--- src/rtl/sw_debouncer_pkg.sv ---
// Shared defaults and sizing helper for the switch debouncer.
package sw_debouncer_pkg;

  localparam int unsigned DEF_NBITS           = 32'd8;
  localparam int unsigned DEF_DEBOUNCE_CYCLES = 32'd500000;

  // Counter width able to hold 0..cycles.
  function automatic int unsigned cnt_width(input int unsigned cycles);
    int unsigned w;
    w = 32'd1;
    while ((64'd1 << w) < (64'(cycles) + 64'd1)) begin
      w = w + 32'd1;
    end
    return w;
  endfunction

endpackage

--- src/rtl/sw_debouncer_bit.sv ---
// One switch lane: 2-flop synchronizer, stability counter, debounced level and edge pulses.
import sw_debouncer_pkg::*;

module debounce_bit #(
  parameter int unsigned DEBOUNCE_CYCLES = DEF_DEBOUNCE_CYCLES
) (
  input  logic clk,
  input  logic rst,
  input  logic raw,
  output logic stable,
  output logic rise,
  output logic fall,
  output logic load
);

  localparam int unsigned CW = cnt_width(DEBOUNCE_CYCLES);
  localparam logic [CW-1:0] LAST = CW'(DEBOUNCE_CYCLES - 32'd1);

  logic          r_s1;
  logic          r_s2;
  logic          r_stable;
  logic          r_rise;
  logic          r_fall;
  logic [CW-1:0] r_cnt;
  logic          w_mismatch;
  logic          w_load;

  assign w_mismatch = r_s2 ^ r_stable;
  assign w_load     = w_mismatch && (r_cnt == LAST);

  // Synchronize, qualify the mismatch for DEBOUNCE_CYCLES edges, then commit and pulse.
  always_ff @(posedge clk) begin
    if (rst) begin
      r_s1     <= 1'b0;
      r_s2     <= 1'b0;
      r_stable <= 1'b0;
      r_rise   <= 1'b0;
      r_fall   <= 1'b0;
      r_cnt    <= '0;
    end else begin
      r_s1   <= raw;
      r_s2   <= r_s1;
      r_rise <= w_load & r_s2;
      r_fall <= w_load & ~r_s2;
      if (w_load) begin
        r_stable <= r_s2;
        r_cnt    <= '0;
      end else if (w_mismatch) begin
        r_cnt <= r_cnt + CW'(1);
      end else begin
        r_cnt <= '0;
      end
    end
  end

  assign stable = r_stable;
  assign rise   = r_rise;
  assign fall   = r_fall;
  assign load   = w_load;

endmodule

--- src/rtl/sw_debouncer.sv ---
// NBITS-wide switch debouncer with registered level, rise/fall pulses and a change flag.
import sw_debouncer_pkg::*;

module sw_debouncer #(
  parameter int unsigned NBITS           = DEF_NBITS,
  parameter int unsigned DEBOUNCE_CYCLES = DEF_DEBOUNCE_CYCLES
) (
  input  logic             clk,
  input  logic             rst,
  input  logic [NBITS-1:0] sw_raw,
  output logic [NBITS-1:0] sw,
  output logic [NBITS-1:0] sw_rise,
  output logic [NBITS-1:0] sw_fall,
  output logic             sw_changed
);

  logic [NBITS-1:0] w_load;
  logic             r_changed;

  for (genvar g = 0; g < NBITS; g++) begin : g_bit
    debounce_bit #(
      .DEBOUNCE_CYCLES(DEBOUNCE_CYCLES)
    ) u_bit (
      .clk    (clk),
      .rst    (rst),
      .raw    (sw_raw[g]),
      .stable (sw[g]),
      .rise   (sw_rise[g]),
      .fall   (sw_fall[g]),
      .load   (w_load[g])
    );
  end

  // A load on any lane produces exactly one rise or fall pulse next cycle.
  always_ff @(posedge clk) begin
    if (rst) begin
      r_changed <= 1'b0;
    end else begin
      r_changed <= |w_load;
    end
  end

  assign sw_changed = r_changed;

endmodule

--- config.mk ---
export PLATFORM = sky130hd
export DESIGN_NAME = sw_debouncer
export DESIGN_NICKNAME = d
export VERILOG_FILES = /design/src/rtl/sw_debouncer_pkg.sv /design/src/rtl/sw_debouncer_bit.sv /design/src/rtl/sw_debouncer.sv
export SDC_FILE = /design/constraint.sdc
export NUM_CORES = 1
export LEC_CHECK = 0
export BUFFER_PORTS_ARGS = -buffer_cell sky130_fd_sc_hd__buf_4
export CORE_MARGIN = 2
export CORE_UTILIZATION = 61
export DETAILED_ROUTE_END_ITERATION = 10
export PLACE_DENSITY = 0.85
export SLEW_MARGIN = 0
export SYNTH_ARGS = -nofsm -noshare
export SYNTH_HDL_FRONTEND = slang
export SYNTH_SLANG_ARGS = --single-unit
export TNS_END_PERCENT = 100
--- constraint.sdc ---
create_clock -name clk -period 2.2 [get_ports clk]
set_input_delay 0.22 -clock clk [delete_from_list [all_inputs] [get_ports clk]]
set_output_delay 0.22 -clock clk [all_outputs]
set_load 0.02 [all_outputs]
==> reports/qor.txt <==
Detail Route Antenna Nets -> 0
CTS tree -> done
starting density of the core -> 63.01%
Synth Area per Inst -> 9.241 um^2
post-CTS setup buffers -> 0
Synth top area share -> 48.00%
WL/cell -> 13.58 um
FF+latch count, synth -> 193
Max transition margin -> 60.66%
clock edge transition at the registers on the reported setup and hold paths -> 0.07 ns
antenna diode count -> 0
placed cell area -> 8289 um^2
Total Routed Length -> 14620 um
outcome -> finished, final reports clean
initial antenna violation count -> 0
Gate Count Post-Synth -> 871
DRC viols -> 0
DR vias -> 5769
first-pass GRT wire length -> 24780 um
Slew Viols, Final -> 0
Hold Startpoint -> sw_raw[2]
total power draw -> 6.464 mW
Worst setup EP type -> flop
RePlAce Congestion -> 0.8378
Setup crit start -> g_bit[1].u_bit.r_cnt[0]
most frequent cell after synthesis -> dfxtp_1
crit share post-route -> 88.00%
number of port buffers -> 34
GR Util All Layers -> 21.48%
Die Y -> 118.9 um
CTS buffer count -> 17
CP max FO -> 18
Synth cell types -> 45
Longest Clk Path Bufs -> 2
PD cells -> 729.2 nW/um^2
RSZ-0062 raised after global routing -> false
clock latency on the worst-skew pair -> 0.43 ns
FMAX -> 516.5 MHz
initial DRC count -> 329
worst flop-to-flop path startpoint -> g_bit[1].u_bit.r_cnt[0]
grt total ovfl -> 0
core area -> 12770 um^2
setup TNS -> 0 ns
Post-synth EDFFs -> 0
DP HPWL -> 9906 um
Post-synth ARST share -> 0%
Worst Tran Pin Value -> 0.5856 ns
syn_nets -> 889
fin area -> 8865 um^2
fin cells -> 1077
post-cts sizing count -> 0
Layout Nets -> 911
total die area -> 14130 um^2
Placed Cells -> 1043
Layout area overhead -> 10.14%
Vias/cell -> 5.357
sequential area share after synthesis -> 48.00%
Reg area -> 3864 um^2
Max-Cap Viols -> 0
final setup fails -> 0
Synth area leaders -> dfxtp_1 (48%), xor2_1 (8.5%), nor2_1 (8.4%), xnor2_1 (7.2%), nand3_1 (3.2%)
Post-synth top cells -> dfxtp_1 (193), nor2_1 (180), xor2_1 (78), xnor2_1 (66), nand3_1 (51)
worst hold path class -> input port to flop
mapped cell area -> 8049 um^2
filler instances -> 968
CP required -> 2.50 ns
Worst setup SP type -> flop
area of the multi-input gates -> 3861 um^2
I/O pin count -> 35
vias in the first global route -> 5512
first drt pass iteration count -> 5
CTS root buf -> clkbuf_16
Fin. Hold Viols -> 0
clock skew -> 0.006232 ns
WS Path Type -> flop to flop
cell taking the most area after synthesis -> dfxtp_1
prevailing post-synth register cell -> dfxtp_1
# clock sinks -> 193
min Tclk post-route -> 1.936 ns
row count -> 41
YS warnings -> 0
maximum VDD drop -> 0.0009407 V
CP Data Arrival Time -> 2.24 ns
layout cells sized above 1 -> 10.72%
# H-tree levels -> 4
largest net degree at the start of global routing -> 33
die width -> 118.9 um
leak pwr -> 3.035 nW
## critical path, stage by stage (launching register included)
cell and delay (ns):
dfxtp_1 0.37, ha_1 0.22, nand4_1 0.19, nor4_1 0.35, nand4_2 0.24, nand2_2 0.35
nor2_1 0.10
## layout by cell type (no fill, tap or decap), types with 24 or more instances in the layout
master	n
nand3_1	51
dfxtp_1	193
nand2_1	50
xnor2_1	66
buf_4	42
nand4_1	35
xor2_1	78
nor3_1	28
and3_1	24
nor2_1	180
## area by class of cell
class                   instances  area share (%)
flip-flops and latches        193           43.59
inverters                       9          0.3811
clock buffers                  19           4.884
multi-input cells             627           43.56
repair buffers                 45           3.896
clock inverters                12           1.270
well taps                     172           2.428
## worst paths after layout
check	to	slack, ns	depth (start not counted)
worst max-delay path	g_bit[1].u_bit.r_cnt[5]	0.26	6
worst min-delay path	g_bit[2].u_bit.r_s1	0.01	2
worst max register to register	g_bit[1].u_bit.r_cnt[5]	0.26	6
worst min register to register	g_bit[5].u_bit.r_s2	0.44	1
## state kept, by name (all words and copies together) (netlist names)
register / flops
g_bit.u_bit.r_s2: 8
g_bit.u_bit.rise: 8
g_bit.u_bit.r_cnt: 152
g_bit.u_bit.stable: 8
g_bit.u_bit.r_s1: 8
sw_changed: 1
g_bit.u_bit.fall: 8
## power by group
part	internal, mW	switching (mW)
clock	1.56	1.30
sequential	3.51	0.0135
combinational	0.0346	0.0495
total	5.10	1.36
## routing by layer
layer	wire length [um]	track usage (%)	part of all wire, %	vias up
met5	0	0	0	-
met2	7180	37.07	49	85
met4	180	7.143	1.2	0
met3	515	5.412	3.5	19
li1	-	-	-	2939
met1	6744	26.16	46	2726
## timing repair
| action | 4_1_cts | 5_1_grt |
|---|---|---|
| endpoints found under the setup margin | 0 | 0 |
| endpoints found under the hold margin | 3 | 0 |
| hold buffers | 3 | 0 |
## cell families (layout without fill, tap and decap cells)
group	Yosys count	count (layout)	share of synthesized area [%]
AND/OR/NAND/NOR	466	466	29.95
AO/OA/AOI/OAI	1	1	0.1088
multiplexers	8	8	0.9949
XOR/XNOR	144	144	15.67
flip-flops	193	193	48.00
buffers and inverters	51	85	4.026
adder cells (fa/ha/maj)	8	8	1.244
## per-stage QoR
step | setup WS (ns) | util, % | hold slack, ns
finish | 0.2641 | 69.40 | 0.01027
CTS | 0.2500 | 69.40 | 0.006270
global placement | 0.3416 | 64.89 | 0.4200
global route | 0.05930 | 69.40 | 0.01318
floorplan | 0.4800 | - | 0.3482
detailed placement | 0.2896 | 64.89 | 0.4368
No activity file was read; power rests on OpenSTA's default activity.
